[src/rtl/cache_pkg.sv]
// Shared definitions for the cache miss fill controller: block geometry,
// fill state encoding and the request-address helper.
package cache_pkg;

    localparam int ADDR_WIDTH      = 16;
    localparam int WORDS_PER_BLOCK = 8;
    localparam int OFFSET_BITS     = 4;
    localparam int WORD_IDX_W      = $clog2(WORDS_PER_BLOCK);
    localparam int CNT_W           = WORD_IDX_W + 1;
    localparam int BLK_W           = ADDR_WIDTH - OFFSET_BITS;

    typedef enum logic {
        IDLE = 1'b0,
        FILL = 1'b1
    } fill_state_t;

    // Word-aligned byte address of word 'off' inside block 'blk'. The block
    // bits are passed through untouched, so offsets never carry out of the block.
    function automatic logic [ADDR_WIDTH-1:0] block_addr(
        input logic [BLK_W-1:0]      blk,
        input logic [WORD_IDX_W-1:0] off
    );
        return {blk, off, 1'b0};
    endfunction

endpackage

[src/rtl/cache_fill_fsm_counter.sv]
// Small up-counter with synchronous clear and enable. With SATURATE set it
// holds at all-ones instead of wrapping.
module fill_counter #(
    parameter int WIDTH    = 4,
    parameter bit SATURATE = 1'b1
) (
    input  logic             clk,
    input  logic             rst,
    input  logic             clr_i,
    input  logic             en_i,
    output logic [WIDTH-1:0] count_o
);

    logic [WIDTH-1:0] count_q;

    // Count enabled cycles; reset and clear both return to zero.
    always_ff @(posedge clk) begin
        if (rst || clr_i) begin
            count_q <= '0;
        end else if (en_i && !(SATURATE && (&count_q))) begin
            count_q <= count_q + WIDTH'(1);
        end
    end

    assign count_o = count_q;

endmodule

[src/rtl/cache_fill_fsm.sv]
// Cache miss fill controller: fetches a whole block from main memory, one
// request per cycle, and steers the returned words into the data array,
// writing the tag together with the last word.
// Optional build macro CRITICAL_WORD_FIRST_EN: start the request sequence at
// the missing word and wrap around the block.
//
// state | meaning
// IDLE  | waiting for a miss; returns from memory are ignored
// FILL  | issuing block requests and collecting returned words
module cache_fill_fsm
    import cache_pkg::*;
(
    input  logic                  clk,
    input  logic                  rst,
    input  logic                  miss_detected,
    input  logic [ADDR_WIDTH-1:0] miss_address,
    output logic                  fsm_busy,
    output logic                  mem_enable,
    output logic [ADDR_WIDTH-1:0] mem_address,
    input  logic                  mem_data_valid,
    output logic                  write_data_array,
    output logic [WORD_IDX_W-1:0] word_sel,
    output logic                  write_tag_array,
    output logic                  fill_done
);

    fill_state_t           state_q;
    logic [BLK_W-1:0]      base_q;
    logic                  busy_q;
    logic                  mem_en_q;
    logic [ADDR_WIDTH-1:0] mem_addr_q;
    logic                  done_q;

    logic [CNT_W-1:0]      req_cnt;
    logic [CNT_W-1:0]      rcv_cnt;
    logic                  cnt_clr;
    logic                  rx_fire;
    logic                  last_rx;
    logic                  last_req;
    logic [WORD_IDX_W-1:0] start_off;
    logic [WORD_IDX_W-1:0] miss_start;
    logic [WORD_IDX_W-1:0] next_req_off;

`ifdef CRITICAL_WORD_FIRST_EN
    logic [WORD_IDX_W-1:0] start_q;
    logic                  unused_byte_bit;

    assign miss_start      = miss_address[OFFSET_BITS-1:1];
    assign unused_byte_bit = miss_address[0];

    // Remember which word missed; it fixes both request and write order.
    always_ff @(posedge clk) begin
        if (rst) begin
            start_q <= '0;
        end else if (state_q == IDLE && miss_detected) begin
            start_q <= miss_start;
        end
    end

    assign start_off = start_q;
`else
    logic unused_offset_bits;

    assign miss_start         = '0;
    assign start_off          = '0;
    assign unused_offset_bits = ^miss_address[OFFSET_BITS-1:0];
`endif

    // Counters stay cleared while idle, so every fill starts from zero.
    assign cnt_clr      = (state_q == IDLE);
    assign rx_fire      = (state_q == FILL) && mem_data_valid;
    assign last_rx      = rx_fire && (rcv_cnt == CNT_W'(WORDS_PER_BLOCK - 1));
    assign last_req     = (req_cnt == CNT_W'(WORDS_PER_BLOCK - 1));
    assign next_req_off = start_off + req_cnt[WORD_IDX_W-1:0] + WORD_IDX_W'(1);

    fill_counter #(
        .WIDTH    (CNT_W),
        .SATURATE (1'b1)
    ) u_req_cnt (
        .clk     (clk),
        .rst     (rst),
        .clr_i   (cnt_clr),
        .en_i    (mem_en_q),
        .count_o (req_cnt)
    );

    fill_counter #(
        .WIDTH    (CNT_W),
        .SATURATE (1'b1)
    ) u_rcv_cnt (
        .clk     (clk),
        .rst     (rst),
        .clr_i   (cnt_clr),
        .en_i    (rx_fire),
        .count_o (rcv_cnt)
    );

    // Fill sequencing with registered busy, request and done outputs.
    always_ff @(posedge clk) begin
        if (rst) begin
            state_q    <= IDLE;
            base_q     <= '0;
            busy_q     <= 1'b0;
            mem_en_q   <= 1'b0;
            mem_addr_q <= '0;
            done_q     <= 1'b0;
        end else begin
            done_q <= 1'b0;
            unique case (state_q)
                IDLE: begin
                    if (miss_detected) begin
                        state_q    <= FILL;
                        busy_q     <= 1'b1;
                        base_q     <= miss_address[ADDR_WIDTH-1:OFFSET_BITS];
                        mem_en_q   <= 1'b1;
                        mem_addr_q <= block_addr(miss_address[ADDR_WIDTH-1:OFFSET_BITS],
                                                 miss_start);
                    end
                end
                FILL: begin
                    if (mem_en_q) begin
                        if (last_req) begin
                            mem_en_q   <= 1'b0;
                            mem_addr_q <= '0;
                        end else begin
                            mem_addr_q <= block_addr(base_q, next_req_off);
                        end
                    end
                    if (last_rx) begin
                        state_q    <= IDLE;
                        busy_q     <= 1'b0;
                        done_q     <= 1'b1;
                        mem_en_q   <= 1'b0;
                        mem_addr_q <= '0;
                    end
                end
                default: state_q <= IDLE;
            endcase
        end
    end

    assign fsm_busy         = busy_q;
    assign mem_enable       = mem_en_q;
    assign mem_address      = mem_addr_q;
    assign fill_done        = done_q;
    assign write_data_array = rx_fire;
    assign write_tag_array  = last_rx;
    assign word_sel         = start_off + rcv_cnt[WORD_IDX_W-1:0];

endmodule

[config.mk]
export PLATFORM = sky130hd
export DESIGN_NAME = cache_fill_fsm
export DESIGN_NICKNAME = d
export VERILOG_FILES = /design/src/rtl/cache_pkg.sv /design/src/rtl/cache_fill_fsm_counter.sv /design/src/rtl/cache_fill_fsm.sv
export SDC_FILE = /design/constraint.sdc
export NUM_CORES = 1
export LEC_CHECK = 0
export ABC_AREA = 1
export BUFFER_PORTS_ARGS = -buffer_cell sky130_fd_sc_hd__buf_2
export CAP_MARGIN = 10
export CORE_ASPECT_RATIO = 0.75
export CORE_MARGIN = 8
export CORE_UTILIZATION = 30
export DETAILED_ROUTE_END_ITERATION = 8
export PLACE_DENSITY_LB_ADDON = 0.12
export SLEW_MARGIN = 20
export SYNTH_ARGS = -nofsm -noshare
export SYNTH_HDL_FRONTEND = slang
export SYNTH_HIERARCHICAL = 1
export SYNTH_SLANG_ARGS = --single-unit
[constraint.sdc]
create_clock -name clk -period 1.89 [get_ports clk]
set_input_delay 0.0945 -clock clk [delete_from_list [all_inputs] [get_ports clk]]
set_output_delay 0.0945 -clock clk [all_outputs]
set_load 0.05 [all_outputs]
# Word-level counts from Yosys, hierarchy flattened
# Index checks and enable logic that the tools add are counted.
word_totals:
  elab_cells: 46
  reg_bits: 40
  inputBits: 20
  output_inout_bits: 24
classes:
  muxes: 16
  n_reduce_logical: 13
  bitwise: 1
  addsub: 3
  eq_ne: 5
op_table:
  columns: ["cell", "count"]
  rows:
  - ["16-bit 2-to-1 mux", 4]
  - ["16-bit one-hot mux with 2 select lines", 1]
  - ["4-bit by 1-bit adder with 4-bit output (second input constant)", 2]
  - ["4-bit by 3-bit == test with 1-bit output (second input constant)", 2]
  - ["1-bit 2-to-1 mux", 8]
  - ["4-bit AND reduction", 2]
  - ["1-bit one-hot mux with 2 select lines", 3]
  - ["2-bit AND reduction", 3]
  - ["1-bit logical AND", 4]
  - ["2-bit inequality test (second input constant)", 2]
  - ["3-bit by 1-bit adder with 3-bit output (second input constant)", 1]
  - ["3-bit by 2-bit inequality test with 1-bit output (second input constant)", 1]
  - ["1-bit zero test", 2]
  - ["2-bit OR reduction", 1]
  - ["1-bit logical OR", 1]
  - ["1-bit inverter", 1]

# Depth between registers and ports, before layout
# Gate-level depths: netlist of run 1.
depth:
  depth_word: 5
  ltp_mapped: 9
  mapped_depth_nobuf: 8

# By module
# The synthesis of run 1 kept the hierarchy.
modules_own_cells:
  columns: ["mod", "n_inst", "seq_area_each_um2", "cells_per_inst", "area_per_inst_um2"]
  rows:
  - ["cache_fill_fsm", 1, 620.6, 240, 1505.2]
  - ["fill_counter", 2, 80.1, 30, 197.7]

# Worst setup path after synthesis of run 1
# Ideal clock, no wire load.
synth_path:
  kind: "register to register"
  start: "register u_rcv_cnt.count_q[2] (netlist: u_rcv_cnt/count_o[2])"
  end: "register mem_addr_q[10] (netlist: mem_address[10])"
  n_path_buf: 1
  setup_ps: 113
  synth_period_minus_slack_ps: 1592
  required_time_ps: 1777
  t_arrival_ps: 1480
  stages_incl_launch_ff: 9
  path_slack_ps: 298
  cell_sequence: "dfxtp_1 -> nand2_1 -> nor2_1 -> nand2_1 -> nand3_2 -> nand2_2 -> buf_2 -> nor2_1 -> nor2_1"
synth_via:
  elab_chain_cells: 4
  word_cells_on_any_way: 6
  classes_between: "eq/ne (2); mux (2); reduce/logical (2)"
synth_lines:
  columns: ["item", "line_no", "text"]
  rows:
  - ["start: declaration", "cache_fill_fsm_counter.sv:14", "logic [WIDTH-1:0] count_q;"]
  - ["start signal: assignment", "cache_fill_fsm_counter.sv:21", "count_q <= count_q + WIDTH'(1);"]
  - ["4-bit by 3-bit == test with 1-bit output *", "cache_fill_fsm.sv:72", "assign last_rx = rx_fire && (rcv_cnt == CNT_W'(WORDS_PER_BLOCK - 1));"]
  - ["1-bit logical AND *", "cache_fill_fsm.sv:72", null]
  - ["16-bit 2-to-1 mux / 3-bit by 2-bit inequality test with 1-bit output (equally long branches)", null, null]
  - ["16-bit one-hot mux with 2 select lines / 2-bit AND reduction (equally long branches)", null, null]
  - ["end signal: assignment", "cache_fill_fsm.sv:116", "mem_addr_q <= block_addr(miss_address[ADDR_WIDTH-1:OFFSET_BITS],"]
  - ["end signal: assignment", "cache_fill_fsm.sv:126", "mem_addr_q <= block_addr(base_q, next_req_off);"]
  - ["end: declaration", "cache_fill_fsm.sv:31", "logic [ADDR_WIDTH-1:0] mem_addr_q;"]
# Mark *: on every way between the ends. The rest lies on a longest branch, timed or not.
# A chain may end at the register's enable or synchronous reset.

# Worst setup path in the final report of run 1
layout_path:
  start: "register u_rcv_cnt.count_q[2] (netlist: u_rcv_cnt/count_o[2])"
  end: "output write_tag_array"
layout_via:
  elab_chain_cells: 2
layout_lines:
  columns: ["item", "line_no", "text"]
  rows:
  - ["4-bit by 3-bit == test with 1-bit output", "cache_fill_fsm.sv:72", null]
  - ["1-bit logical AND", "cache_fill_fsm.sv:72", null]
  - ["end: declaration", "cache_fill_fsm.sv:23", "output logic write_tag_array,"]
# Every way passes these cells.

==> results.toml, run 1 <==
[drt]
via_count = 1797
drc = 0
postRouteAntennaNets = 0
vias_per_cell = 4.25
wirelength_um = 4770
dr.pass1.iters = 4
drtIter0Drc = 122
wl_per_cell_um = 11.3

[clock_tree]
clock-root-buffer = "clkbuf_8"
numCtsBuffers = 5
clkSinkCount = 39
cts_buffer_depth = 2
postCtsHoldBufs = 0
clkTransAtPathRegs_ns = 0.07
postCtsSetupBuffers = 0
clk_latency_ns = 0.29
tritoncts = "built"
cts.repair.resized = 0
cts.htree.levels = 2

[floorplan]
fp.dieW_um = 108
core-area_um2 = 6220
ios = 44
dieArea_um2 = 9160
start_util_pct = 30.5
rows = 25
die_h_um = 84.9

[synthesis]
synth_top_family_by_area = "simple AND/OR/NAND/NOR gates"
synth_ff_type = "dfxtp_1"
yosys.area_share.adder_pct = 1.97
synth_seq_cells = 39
syn_inst = 300
yosys_warnings = 6
synthTopCellsByCount = "71 x nor2_1, 69 x nand2_1, 40 x inv_1, 39 x dfxtp_1, 22 x nand3_1"
synth-compound-area-share_pct = 9.48
synth-seq-area-share_pct = 41.1
yosysTopAreaCell = "dfxtp_1"
syn_area_um2 = 1900
synth_area_per_cell_um2 = 6.34
synth_top_area_share_pct = 41.1
synthTopCellsByArea = "dfxtp_1 41%, nor2_1 14%, nand2_1 14%"
asyncSetResetFlopFracSynth_pct = 0
yosysMostFrequentCell = "nor2_1"
synth_xor_area_share_pct = 0
synth_fp_nets = 323
synth-simple-area-share_pct = 35.6
ys_types = 16
synth-edff-count = 0
muxShareOfSynthArea_pct = 0

[power]
p_total_mw = 2.10
p_leak_nw = 1.19
combPwrFrac_pct = 22.3
pwr-share-seq_pct = 43.5
max-vdd-ir-drop_uv = 345
p_switching_uw = 658
pwr-share-clk_pct = 34.2
p_int_mw = 1.44
sw_frac_of_total_pct = 31.3
cellPowerDensity_nw_per_um2 = 911

[layout]
num-fill-cells = 686
area_delta_synth_final_pct = 21.3
fin_cells = 423
drive_gt1_share_pct = 17.3
final_nets = 364
diodes = 0
fin_util_pct = 37.0

[grt]
grt_overflow = 0
grt_max_degree = 28
grt_pass1_vias = 1798
antenna_found_initial = 0
grt_pass1_wl_um = 8250
track_usage_pct = 11.0

[setup_path]
required_ns = 1.80
critPathMaxFanout = 20
critPathCaptureType = "output pin"
startpoint_type = "register"
crit_type = "register to output pin"
arrival_ns = 1.50

[hold_path]
hold_path.class = "primary input to register"

[sta]
max_clock_freq_ghz = 0.626
tns_ns = 0
clock_skew_ns = 0.00695
final-hold-violation-count = 0
finalSetupViolCount = 0
fin_crit_sh_pct = 84.5
period_minus_slack_ns = 1.60
rsz0062_at_grt = "false"
drv_slew = 0

[place]
dp_hpwl_um = 3250
numPortBuffers = 38
place_inst = 415
place_congestion = 0.766

[flow_run]
maxCapViolations = 0

[run_status]
outcome = "complete, no violations"
cells in the final DEF, fill, tap and decap left out:
master / instances
nor2_1: 71
nand2_1: 69
inv_1: 40
dfxtp_1: 39
buf_2: 38
nand3_1: 22
a21oi_1: 18
o21ai_0: 18
buf_4: 9
clkbuf_8: 6
nand2_2: 3
ha_1: 3
nand4_1: 2
nand3_2: 1
conb_1: 1
bufinv_16: 1
clkinv_2: 1
final cells by class:
class	count	area, um2	share of cell area (%)
multi-input cells	208	898	39.0
flip-flops and latches	39	781	33.9
repair buffers	47	258	11.2
inverters	40	150	6.51
well taps	81	101	4.40
clock buffers	6	82.6	3.58
clock inverters	2	35.0	1.52
stage by stage:
step | worst slack, ns | cell area, um2 | hold WS (ns)
floorplan | 0.298 | 1900 | 0.164
global placement | 0.317 | 2190 | 0.359
detailed placement | 0.329 | 2190 | 0.363
CTS | 0.280 | 2310 | 0.0540
global route | 0.142 | 2310 | 0.0731
finish | 0.293 | 2310 | 0.0635
sequential cells by signal (all words and copies together), names as in the netlist:
name,flops
state_q,1
base_q,12
mem_enable,1
fill_done,1
mem_address,15
u_rcv_cnt/count_o,4
u_req_cnt/count_o,4
fsm_busy,1
power by group through the flow:
stage / logic [mW] / registers (mW) / clock network (mW)
6_report: 0.469 / 0.913 / 0.719
5_1_grt: 0.529 / 0.921 / 0.780
4_1_cts: 0.477 / 0.914 / 0.744
3_5_place_dp: 0.474 / 0.933 / 0
3_3_place_gp: 0.473 / 0.932 / 0
2_1_floorplan: 0.224 / 1.07 / 0
path summary, 6_finish.rpt:
kind,start,end,slack (ns),depth (start not counted)
hold reg to reg,base_q[7],base_q[7],0.45,2
hold / removal,rst,state_q,0.06,2
setup reg to reg,state_q,mem_address[11],0.34,6
setup / recovery,u_rcv_cnt/count_o[2],write_tag_array,0.29,6
worst max-delay path: stages (launching register included):
cell and delay, ns:
dfxtp_1 0.44, nand2_1 0.08, nor2_1 0.08, nand2_1 0.08
buf_4 0.22, inv_1 0.07, buf_2 0.25
cells by family after synthesis:
| logic type | after synthesis |
|---|---|
| simple gates | 168 |
| buf+inv | 53 |
| flops | 39 |
| compound gates | 36 |
| fa+ha+maj | 3 |
| other cells | 1 |
per-layer routing:
| layer | wire [um] | GRT usage [%] | vias to the layer above | share of wire [%] |
|---|---|---|---|---|
| met1 | 2500 | 13.9 | 769 | 52 |
| met2 | 1980 | 17.4 | 28 | 41 |
| met5 | 0 | 0 | - | 0 |
| met4 | 41 | 3.77 | 0 | 0.86 |
| met3 | 249 | 3.26 | 2 | 5.2 |
| li1 | - | - | 998 | - |
Power figures use the tool's default switching activity.
==> run 2, diff against run 1 <==
- clock period: 1.89 -> 1.7 ns (I/O delays scaled with it)
==> run 2 against run 1 <==
Compared with the run above:
- largest power group unchanged
- non-clock buffer count rose by 3
- flip-flop and latch count did not move
- power rose by 3.2%
- hold slack got worse by 0.024 ns
- first-iteration DRC count fell by 32%
- sequential share of layout area barely moved
==> results.toml, run 2 (synthesized netlist as in run 1, its figures left out) <==
[run_status]
outcome = "complete, no violations"

[floorplan]
fp.dieW_um = 108
rows = 25
dieArea_um2 = 9160
die_h_um = 84.9
start_util_pct = 30.5
core-area_um2 = 6220
ios = 44

[clock_tree]
numCtsBuffers = 5
cts.htree.levels = 2
postCtsSetupBuffers = 0
tritoncts = "built"
clkTransAtPathRegs_ns = 0.08
cts_buffer_depth = 2
clkSinkCount = 39
postCtsHoldBufs = 0
clock-root-buffer = "clkbuf_8"
clk_latency_ns = 0.29

[drt]
dr.pass1.iters = 4
wirelength_um = 4730
wl_per_cell_um = 11.1
postRouteAntennaNets = 0
via_count = 1816
vias_per_cell = 4.26
drtIter0Drc = 83
drc = 0

[setup_path]
crit_type = "register to output pin"
critical-path-max-stage-delay_ns = 0.38
reg2reg_slack_ns = 0.24
arrival_ns = 1.49
reg2reg_to = "mem_address[14]"
slowest_stage = "dfxtp_1"
worstPathCellList = "nand2_1 -> nor2_1 -> nand2_1 -> buf_4 -> inv_1 -> buf_2"
r2r_start = "u_req_cnt/count_o[1]"
startpoint_type = "register"
r2r_cells = 9
critPathCaptureType = "output pin"
critPathMaxFanout = 20
required_ns = 1.62
critPathBufInv = 3
crit_top_cell = "nand2_1"
critPathTopFamily = "buffers and inverters"

[hold_path]
hold_path.class = "primary input to register"
hold_path.startpoint = "rst"
min_to = "fsm_busy"
whs_path_depth = 2

[layout]
drive_gt1_share_pct = 18.3
final_cell_mix = "71 x nor2_1, 69 x nand2_1, 40 x inv_1, 38 x dfxtp_1, 38 x buf_2"
final_nets = 367
area_delta_synth_final_pct = 21.5
num-fill-cells = 693
final_common_cell = "nor2_1"
largest_reg_flops = 15
diodes = 0

[power]
cellPowerDensity_nw_per_um2 = 939
p_leak_nw = 1.19
max-vdd-ir-drop_uv = 270

[sta]
whs_ns = 0.0397
fin_crit_sh_pct = 92.5
finalSetupViolCount = 0
tns_ns = 0
final-hold-violation-count = 0
rsz0062_at_grt = "false"
setup_ws_ns = 0.127
clock_skew_ns = 0.00501
drv_slew = 0
period_minus_slack_ns = 1.57
max_clock_freq_ghz = 0.636

[grt]
grt_overflow = 0
antenna_found_initial = 0
grt_pass1_vias = 1736
grt_pass1_wl_um = 8050
grt_max_degree = 28
track_usage_pct = 10.8

[place]
place_congestion = 0.752
dp_hpwl_um = 3230
numPortBuffers = 38
place_ws_ns = 0.262

[flow_run]
maxCapViolations = 0
## run 2: cell count changes in the layout (fill, tap and decap cells not counted)
cell       change
buf_4          +2
clkinv_2       +2
buf_12         +1
bufinv_16      -1
clkbuf_8       -1
dfxtp_1        -1
dfxtp_2        +1
## run 2: where the power goes
group          total, mW  switching (mW)  internal (mW)  leakage, nW
clock              0.618           0.337          0.281       0.0477
combinational      0.534           0.377          0.157        0.825
sequential          1.02          0.0316          0.984        0.322
total               2.17           0.746           1.42         1.19
## run 2: cell type report
type	count	area, um2	area share (%)
multi-input cells	208	898	38.9
flip-flops and latches	39	782	33.9
repair buffers	50	293	12.7
inverters	40	150	6.50
well taps	81	101	4.39
clock buffers	5	68.8	2.98
clock inverters	3	15.0	0.650
## run 2: what timing repair did
item | 4_1_cts | 5_1_grt
gates resized for setup | 0 | 1
endpoints found under the hold margin | 0 | 0
setup endpoints to repair | 0 | 1
## run 2: worst max-delay path by stage
stage	slack [ns]	depth (start not counted)	to	from
finish	0.13	6	write_tag_array	state_q
global route	0.008	6	write_tag_array	state_q
CTS	0.09	6	write_tag_array	u_rcv_cnt/count_o[2]
detailed placement	0.26	9	mem_address[14]	u_req_cnt/count_o[1]
global placement	0.29	9	mem_address[14]	u_req_cnt/count_o[1]
floorplan	0.11	8	mem_address[10]	u_rcv_cnt/count_o[2]
## run 2: worst register-to-register path, stage by stage, from the launching register on
cell	delay, ns
dfxtp_1	0.40
ha_1	0.19
nand2_1	0.07
nor2_1	0.14
buf_4	0.21
nor2_1	0.05
nand3_1	0.06
nand2_1	0.05
nor2_1	0.11
nor2_1	0.06
## run 2: per-layer routing
metal  routed length (um)  share of wire [%]  vias to the layer above  track usage, %
met5                    0                  0                        -               0
met4                   63                1.3                        0            5.15
met3                  197                4.2                        4            3.18
met2                 2030                 43                       28            16.5
met1                 2440                 52                      780            13.6
li1                     -                  -                     1004               -
## run 2: through the flow
stage | total power, mW | area [um2] | instances | util (%)
floorplan | 1.44 | 1900 | 300 | -
global placement | 1.58 | 2220 | 418 | 35.7
detailed placement | 1.58 | 2220 | 418 | 35.7
CTS | 2.21 | 2310 | 426 | 37.1
global route | 2.32 | 2310 | 426 | 37.1
finish | 2.17 | 2310 | 426 | 37.1
==> run 3, diff against run 2 <==
- CORE_UTILIZATION: 30 -> 35
==> run 3 against run 2 <==
Compared with the run above:
- hold slack better by 0.021 ns
- cell count is 1.6% lower
- first-iteration DRC count is 8.4% lower
- combinational power is 0.7% higher
- power is 8.9% higher
- flip-flop and latch count stayed put
- non-clock buffer count is 1 lower
- core utilization is 7.1 points higher
- critical path depth stayed put
- largest cell class unchanged
- largest power group unchanged
==> results.toml, run 3 (synthesized netlist as in run 1, its figures left out) <==
[setup_path]
arrival_ns = 1.46
crit_type = "register to output pin"
worstPathCellList = "inv_1 -> nor2_1 -> nand2_1 -> buf_4 -> inv_1 -> clkbuf_4"
critPathCaptureType = "output pin"
slowest_stage = "dfxtp_1"
required_ns = 1.62
critical-path-max-stage-delay_ns = 0.42
startpoint_type = "register"
critPathMaxFanout = 20
critPathTopFamily = "buffers and inverters"
crit_top_cell = "inv_1"
critPathBufInv = 4

[clock_tree]
tritoncts = "built"
clkTransAtPathRegs_ns = 0.07
postCtsHoldBufs = 0
clk_latency_ns = 0.29
cts_buffer_depth = 2
numCtsBuffers = 5
clock-root-buffer = "clkbuf_8"
postCtsSetupBuffers = 0
clkSinkCount = 39
cts.htree.levels = 2

[floorplan]
ios = 44
start_util_pct = 35.9
core-area_um2 = 5300
rows = 23
fp.dieW_um = 101
die_h_um = 79.8
dieArea_um2 = 8070

[power]
p_leak_nw = 1.21
cellPowerDensity_nw_per_um2 = 1010
max-vdd-ir-drop_uv = 360
p_total_mw = 2.36

[place]
place_congestion = 0.756
dp_hpwl_um = 3150
placed_area_um2 = 2220
place_inst = 411
numPortBuffers = 38

[run_status]
outcome = "complete, no violations"

[grt]
grt_pass1_wl_um = 7440
track_usage_pct = 11.5
antenna_found_initial = 0
grt_pass1_vias = 1612
grt_overflow = 0
grt_max_degree = 25

[layout]
stdcell_area_um2 = 2340
area_delta_synth_final_pct = 23.2
diodes = 0
final_cell_mix = "71 x nor2_1, 69 x nand2_1, 40 x inv_1, 38 x dfxtp_1, 37 x buf_2"
largest_reg_flops = 15
final_nets = 366
drive_gt1_share_pct = 18.0
num-fill-cells = 600
fin_cells = 419
final_common_cell = "nor2_1"

[sta]
final-hold-violation-count = 0
period_minus_slack_ns = 1.54
fin_crit_sh_pct = 90.8
clock_skew_ns = 0.00895
drv_slew = 0
whs_ns = 0.0610
max_clock_freq_ghz = 0.648
finalSetupViolCount = 0

[flow_run]
maxCapViolations = 0

[drt]
vias_per_cell = 4.40
via_count = 1843
wirelength_um = 4490
dr.pass1.iters = 4
drc = 0
wl_per_cell_um = 10.7
drtIter0Drc = 76
postRouteAntennaNets = 0

[hold_path]
hold_path.class = "primary input to register"
## run 3: changes by cell type in the layout (fill, tap and decap cells not counted), sizes merged
cell,previous run,this run
buf,50,48
bufinv,0,1
clkbuf,5,7
clkinv,3,1
## run 3: through the flow
stage / setup WS [ns] / TNS [ns] / util [%]
floorplan: 0.108 / 0 / -
global placement: 0.265 / 0 / 41.9
detailed placement: 0.281 / 0 / 41.9
CTS: 0.0881 / 0 / 44.2
global route: -0.00479 / -0.00479 / 44.2
finish: 0.157 / 0 / 44.2
## run 3: timing repair
| item | in CTS | in global routing |
|---|---|---|
| hold endpoints to repair | 0 | 0 |
| resized for setup | 0 | 2 |
| endpoints found under the setup margin | 0 | 1 |
## run 3: final timing paths
check                                           from              end  slack [ns]  cells past startpoint
worst min register to register             base_q[4]        base_q[4]        0.45                      2
worst max register to register  u_req_cnt/count_o[1]  mem_address[14]        0.28                      9
worst min-delay path                             rst       mem_enable        0.06                      2
worst max-delay path            u_rcv_cnt/count_o[0]  write_tag_array        0.16                      6
## run 3: layout make-up
type / instances / area, um2 / share of cell area, %
clock inverters: 2 / 35.0 / 1.50
repair buffers: 49 / 300 / 12.8
multi-input cells: 208 / 898 / 38.4
well taps: 75 / 93.8 / 4.01
inverters: 40 / 150 / 6.41
flip-flops and latches: 39 / 782 / 33.4
clock buffers: 6 / 82.6 / 3.53
## run 3: report_power, final
part	total, mW	leakage [nW]	internal, mW	switching [mW]
clock	0.808	0.0612	0.475	0.333
combinational	0.538	0.822	0.163	0.375
sequential	1.02	0.322	0.984	0.0309
## run 3: per-layer routing
metal,vias up,global-route usage [%],share of wire (%)
li1,1003,-,-
met1,794,15.4,51
met2,41,16.3,41
met3,5,4.18,7.1
met4,0,4.44,1.2
met5,-,0,0
